## config.mk

```make
export PLATFORM = sky130hd
export DESIGN_NAME = cycle_timer
export DESIGN_NICKNAME = d
export VERILOG_FILES = /design/src/rtl/mem_write_checker_cycle_timer.sv
export SDC_FILE = /design/constraint.sdc
export NUM_CORES = 1
export LEC_CHECK = 0
export ABC_CLOCK_PERIOD_IN_PS = 1900
export CORE_MARGIN = 2
export CORE_UTILIZATION = 40
export DETAILED_ROUTE_END_ITERATION = 10
export DONT_BUFFER_PORTS = 1
export SYNTH_ARGS = -nofsm -noshare
export SYNTH_HDL_FRONTEND = slang
export SYNTH_SLANG_ARGS = --single-unit
```

## constraint.sdc

```tcl
create_clock -name clk -period 1.9 [get_ports clk]
set_input_delay 0.095 -clock clk [delete_from_list [all_inputs] [get_ports clk]]
set_output_delay 0.095 -clock clk [all_outputs]
set_load 0.01 [all_outputs]
```

## src/rtl/mem_write_checker_cycle_timer.sv

```systemverilog
// Saturating RUN-cycle counter; expired while count == TIMEOUT.
// Ports: clk, reset (sync, active-low), clear, en, expired.
module cycle_timer #(
  parameter int TIMEOUT = 4096
) (
  input  logic clk,
  input  logic reset,
  input  logic clear,
  input  logic en,
  output logic expired
);

  localparam int CW = $clog2(TIMEOUT + 1);
  localparam logic [CW-1:0] LIMIT = CW'(TIMEOUT);

  logic [CW-1:0] count;

  always_ff @(posedge clk) begin
    if (!reset) begin
      count <= '0;
    end else if (clear) begin
      count <= '0;
    end else if (en && count != LIMIT) begin
      count <= count + 1'b1;
    end
  end

  assign expired = (count == LIMIT);

endmodule

```

* Word level (Yosys, flattened, before mapping)
Index checks and enable logic that the tools add are counted.
** Cells by class
- $add $sub $neg :: 1
- Multipliers :: 0
- Divide/modulo/power cells :: 0
- Order comparisons :: 0
- Equality and inequality tests :: 2
- Shifts and indexed selects :: 0
- Multiplexer cells :: 0
- Bitwise operators :: 1
- Reductions and logical operators :: 2
** Operators by type and width (number)
- 13-bit by 1-bit adder with 13-bit output, second input constant :: 1
- 13-bit equality test, second input constant :: 1
- 13-bit inequality test, second input constant :: 1
- 2-bit OR reduction :: 1
- 1-bit logical AND :: 1
- 1-bit NOT :: 1
** Storage, ports and cells
- Register bits :: 13
- Bits in latches :: 0
- Bits in writable memories :: 0
- Bits in read-only memories :: 0
- Bits of input ports :: 4
- Memories :: 0

* Longest topological paths before layout
Gate-level depths: netlist of run 1.
- Depth after elaboration :: 2
- Mapped depth :: 5

* Worst setup path before layout of run 1
Ideal clock, no wire load.
- Kind :: register to register
- From :: register count[0]
- To :: register count[0]
- Library setup time :: 0.128 ns
- Arrival :: 1.173 ns
- Slack :: 0.599 ns
- Cell stages (with the launch flop) :: 6
- Path buffers :: 0
- Clock period less this slack :: 1.301 ns
- Path through :: dfxtp_1 -> inv_1 -> ha_1 -> nor4b_1 -> a31oi_1 -> mux2i_1
** Between the ends
- Cells in the longest elaborated chain, start to end :: 2
- Elaborated cells on any way between the ends :: 3
- Classes of those cells :: add/sub (1); eq/ne (1); reduce/logical (1)
** Ends and longest elaborated chain
- start, declared :: line 16 : logic [CW-1:0] count;
- start signal, assigned :: line 24 : count <= count + 1'b1;
- branches (longest 2 deep; another with 13-bit by 1-bit adder with 13-bit output)
Parallel ways; which one is timed is not known.
A chain may end at the register's enable or synchronous reset.

* Worst setup path after layout of run 1
- From :: register count[0]
- To :: output port expired
** Between the ends
- Cells in the longest elaborated chain, start to end :: 1
** Ends and longest elaborated chain
- 13-bit equality test :: line 28 : assign expired = (count == LIMIT);
- end, declared :: line 10 : output logic expired
Every way passes these cells.

==> impl_metrics.toml, run 1 <==
[critical_path]
crit_start = "count[0]"
cp_top_family = "simple AND/OR/NAND/NOR gates"
slowest_stage = "nor4b_1"
critical_path_arrival_ps = 1520
cp_max_fo = 5
crit_path_end_kind = "output pin"
rr_startpoint = "count[0]"
worstPathRequired_ps = 1800
path_buf_inv = 1
r2r_setup_slack_ps = 440
slowest_delay_ps = 400
worstPathCellList = "inv_1, ha_1, nor4b_1, and3_1"
cp-start-kind = "register"
crit_type = "register to output pin"

[sta]
setup_tns_ps = 0
finalClockSkew_ps = 9.01
tightest_slew_ps = 476
slew_headroom_pct = 68.0
finalCritPeriodShare_pct = 84.9
final_max_slew_viol_count = 0
fmax_mhz = 620
timing.final.hold_violations = 0
finalSetupViolations = 0
rsz0062_at_grt = "false"
whs_ps = 60.6
fin_crit_ps = 1610

[yosys]
synthArstFlopShare_pct = 0
yosysSeqAreaShare_pct = 37.7
synth_area_leaders = "dfxtp_1 38%, mux2i_1 10%, nand2_1 7.6%"
syn_avg_cell_area_sq_um = 8.53
yosys-top-cells-count = "14 x nand2_1, 13 x dfxtp_1, 7 x mux2i_1"
synth_most_common_cell = "nand2_1"
synth_edf_count = 0
yosysWarnings = 0
syn-num-nets = 87
syn_area_sq_um = 691
synth_top_area_cell = "dfxtp_1"
yosysUniqueCellTypes = 23
yosys_register_bits = 13
yosysTopAreaCellShare_pct = 37.7
syn_inst = 81
synth-main-ff-cell = "dfxtp_1"

[route]
drtPass1Iterations = 4
wl_per_cell_um = 11.9
drt-initial-drc-count = 11
vias = 551
antenna_left = 0
viasPerCell = 5.40
wl_um = 1220
drc = 0

[clock_tree]
cts_tree = "yes"
h-tree-depth = 1
clk_latency_ps = 280
clk_pin_slew_ps = 80
cts_buffers = 3
post_cts_resized = 0
cts_setup_buffers = 0
hold_buffers = 0
cts_num_sinks = 13
cts-root-buf = "clkbuf_4"
ctsLongestPathBuffers = 2

[pwr]
ir_drop_mv = 0.410
p_per_area_nw_per_um2 = 630
leakagePower_nw = 0.242

[finish]
drive_above_1_share_pct = 7.06
top_register = "count"
nNetsFinal = 92
largest_reg_flops = 13
syn_to_final_growth_pct = 7.43
diodes = 0
reg_top3 = "count (13)"

[grt]
grt_pass1_wl_um = 1970
grt_use_total_pct = 13.1
antenna_found_initial = 0
grt_pass1_vias = 440
grt_max_degree = 15
overflow = 0

[job]
drv_cap = 0

[die]
die_w_um = 45.6
rows = 15
start_util_pct = 41.3
die_h_um = 45.6
num_io_pins = 5
core_sq_um = 1670
dieArea_sq_um = 2080

[placement]
place_congestion = 0.767
port_buffers = 0
place_hpwl_um = 888

[worst_hold_path]
min_path_type = "input pin to register"
min_from = "en"

[run_status]
status = "complete, no violations"
## power breakdown
group / switching [mW] / internal [mW] / total (mW)
logic: 0.0118 / 0.00798 / 0.0198
registers: 0.00177 / 0.274 / 0.275
clock network: 0.0908 / 0.0814 / 0.172
## layout by cell type (no fill, tap or decap)
cell type / count
a31oi_1: 2
clkbuf_1: 1
o21ai_0: 2
xor2_1: 2
nand2_1: 14
inv_1: 5
nor4_1: 5
ha_1: 2
nand2b_1: 6
nand4_1: 3
or3_1: 1
mux2i_1: 7
or4_1: 2
nor2b_1: 1
dfxtp_1: 13
o31ai_1: 2
a21oi_1: 4
clkbuf_4: 3
nand4_4: 1
nor4b_1: 2
nand3_1: 2
buf_4: 1
and3_1: 1
nor2_1: 2
or3_2: 1
## layer usage
layer	vias to the layer above	GRT usage, %	wire (um)
met3	0	6.75	59
li1	301	-	-
met2	7	17.7	481
met4	0	1.76	0
met5	-	0	0
met1	243	18.8	674
## final timing paths
kind | end | cells after the start
worst max-delay path | expired | 4
worst min-delay path | count[4] | 3
worst max register to register | count[1] | 5
worst min register to register | count[12] | 2
## final cells by class
class / instances / area [sq um]
Sequential cell: 13 / 260
Inverter: 5 / 18.8
Tap cell: 17 / 21.3
Timing Repair Buffer: 1 / 7.51
Clock buffer: 4 / 26.3
Fill cell: 169 / 928
Multi-Input combinational cell: 62 / 408
## cells by family (layout without fill, tap and decap cells)
kind of cell,after synthesis,in the layout,synth area share [%]
AND/OR/NAND/NOR,41,41,34.4
flip-flops,13,13,37.7
AO/OA/AOI/OAI,10,10,8.33
multiplexers,7,7,10.1
buffers and inverters,6,10,3.26
adder cells (fa/ha/maj),2,2,3.62
XOR/XNOR,2,2,2.54
## worst register-to-register path: stages (launching register included)
cell	delay (ps)
dfxtp_1	350
inv_1	80
ha_1	140
nor4b_1	400
a31oi_1	220
mux2i_1	160
## per-stage QoR
stage | cells | instance area [sq um] | util, % | setup slack (ps) | total power [mW]
floorplan | 81 | 691 | - | 599 | 0.297
global placement | 98 | 716 | 42.8 | 514 | 0.301
detailed placement | 98 | 716 | 42.8 | 445 | 0.302
CTS | 102 | 742 | 44.4 | 265 | 0.474
global route | 102 | 742 | 44.4 | 112 | 0.489
finish | 102 | 742 | 44.4 | 286 | 0.467
No activity file was read; power rests on OpenSTA's default activity.
==> inputs of run 2 (changes only) <==
--- a/config.mk
+++ b/config.mk
@@ -5,7 +5,7 @@
 export SDC_FILE = /design/constraint.sdc
 export NUM_CORES = 1
 export LEC_CHECK = 0
-export ABC_CLOCK_PERIOD_IN_PS = 1900
+export ABC_CLOCK_PERIOD_IN_PS = 1600
 export CORE_MARGIN = 2
 export CORE_UTILIZATION = 40
 export DETAILED_ROUTE_END_ITERATION = 10
==> constraint.sdc (replaced) <==
create_clock -name clk -period 1.6 [get_ports clk]
set_input_delay 0.08 -clock clk [delete_from_list [all_inputs] [get_ports clk]]
set_output_delay 0.08 -clock clk [all_outputs]
set_load 0.01 [all_outputs]
==> run 2 against run 1 <==
Effect of this change:
- power is 19% higher
- hold slack worse by 8.3 ps
- sequential power is 19% higher
- sequential share of layout area is 0.87 points lower
- highest routed layer is now met4
- non-clock buffer count stayed put
- first-iteration DRC count is 36% higher
- register-to-register slack worse by 280 ps
- flip-flop and latch count stayed put
- clock power is 19% higher
- largest power group unchanged
==> impl_metrics.toml, run 2 (synthesized netlist as in run 1, its figures left out) <==
[sta]
fmax_mhz = 667
final_max_slew_viol_count = 0
timing.final.hold_violations = 0
fin_ws_ps = 101
rsz0062_at_grt = "false"
slew_headroom_pct = 74.8
setup_tns_ps = 0
finalCritPeriodShare_pct = 93.7
finalSetupViolations = 0
fin_crit_ps = 1500
tightest_slew_ps = 375
finalClockSkew_ps = 5.52

[clock_tree]
ctsLongestPathBuffers = 2
cts-root-buf = "clkbuf_4"
cts_tree = "yes"
hold_buffers = 0
clk_pin_slew_ps = 80
h-tree-depth = 1
clk_latency_ps = 280
cts_buffers = 3
cts_num_sinks = 13

[critical_path]
crit_type = "register to output pin"
rr_endpoint = "count[8]"
slowest_stage = "dfxtp_1"
worstPathRequired_ps = 1520
rr_startpoint = "count[3]"
cp_max_fo = 5
r2r_cells = 3
cp-start-kind = "register"
worstPathCellList = "inv_1, ha_1, nor4b_2, and3_1"
critical_path_arrival_ps = 1420
slowest_delay_ps = 350
crit_path_end_kind = "output pin"
r2r_setup_slack_ps = 160

[die]
num_io_pins = 5
start_util_pct = 41.3
core_sq_um = 1670
dieArea_sq_um = 2080
rows = 15
die_h_um = 45.6
die_w_um = 45.6

[route]
drtPass1Iterations = 4
drc = 0
wl_um = 1280
wl_per_cell_um = 12.5
vias = 569
drt-initial-drc-count = 15
viasPerCell = 5.58
antenna_left = 0

[grt]
overflow = 0
grt_use_total_pct = 14.7
antenna_found_initial = 0
grt_pass1_vias = 490
grt_pass1_wl_um = 2150
grt_max_degree = 15

[finish]
final_cell_mix = "14 x nand2_1, 13 x dfxtp_1, 7 x mux2i_1, 6 x nand2b_1, 5 x inv_1"
post-route-util_pct = 45.5
top_register = "count"
mostFrequentLayoutCell = "nand2_1"
syn_to_final_growth_pct = 10.1
final_cell_area_sq_um = 761
reg_top3 = "count (13)"
largest_reg_flops = 13
nNetsFinal = 92
drive_above_1_share_pct = 10.6
diodes = 0

[pwr]
p_per_area_nw_per_um2 = 731
finalPower_mw = 0.556
ir_drop_mv = 0.478
leakagePower_nw = 0.249

[placement]
port_buffers = 0
place_congestion = 0.763
pre_cts_ws_ps = 140
place_hpwl_um = 929
place_area_sq_um = 716

[worst_hold_path]
min_path_type = "input pin to register"
worstHoldPathCells = 3
min_to = "count[4]"
min_from = "en"

[run_status]
status = "complete, no violations"

[job]
drv_cap = 0
## run 2: cell counts in the layout (fill, tap and decap cells not counted)
Identical to the previous run, type by type.
## run 2: worst max-delay path: cells and delay by family, from the launching register on
kind | cells | cell delay (ps)
AND/OR/NAND/NOR | 2 | 550
flip-flops | 1 | 350
buffers and inverters | 1 | 100
adder cells (fa/ha/maj) | 1 | 150
## run 2: metal layers
| layer | global-route usage (%) | wire length (um) | vias up |
|---|---|---|---|
| met2 | 20.0 | 543 | 8 |
| met5 | 0 | 0 | - |
| met1 | 19.3 | 650 | 257 |
| li1 | - | - | 302 |
| met3 | 7.94 | 69 | 2 |
| met4 | 5.29 | 16 | 0 |
## run 2: through the flow
stage	cells	hold WS, ps
finish	102	52.3
global route	102	52.9
CTS	102	44.8
detailed placement	98	336
global placement	98	327
floorplan	81	309
## run 2: where the power goes
group | switching (mW) | total (mW) | internal [mW]
Combinational | 0.0142 | 0.0242 | 0.0101
Clock | 0.108 | 0.205 | 0.0967
Sequential | 0.00222 | 0.327 | 0.325
Total | 0.125 | 0.556 | 0.432
## run 2: what timing repair did
item | in CTS | in global routing
cloned | 0 | 0
resized for setup | 1 | 2
setup buffers | 0 | 0
endpoints found under the setup margin | 1 | 1
## run 2: worst max-delay path by stage
stage | depth (start not counted) | to | from | slack [ps]
global route | 4 | expired | count[0] | 9
CTS | 2 | expired | count[3] | 90
finish | 4 | expired | count[0] | 100
floorplan | 5 | count[0] | count[0] | 300
global placement | 5 | count[1] | count[0] | 220
detailed placement | 5 | count[1] | count[0] | 140
## run 2: final cells by class
cell class              instances  area, sq um
multi-input cells              62          427
fillers                       174          910
well taps                      17         21.3
inverters                       5         18.8
flip-flops and latches         13          260
repair buffers                  1         7.51
clock buffers                   4         26.3
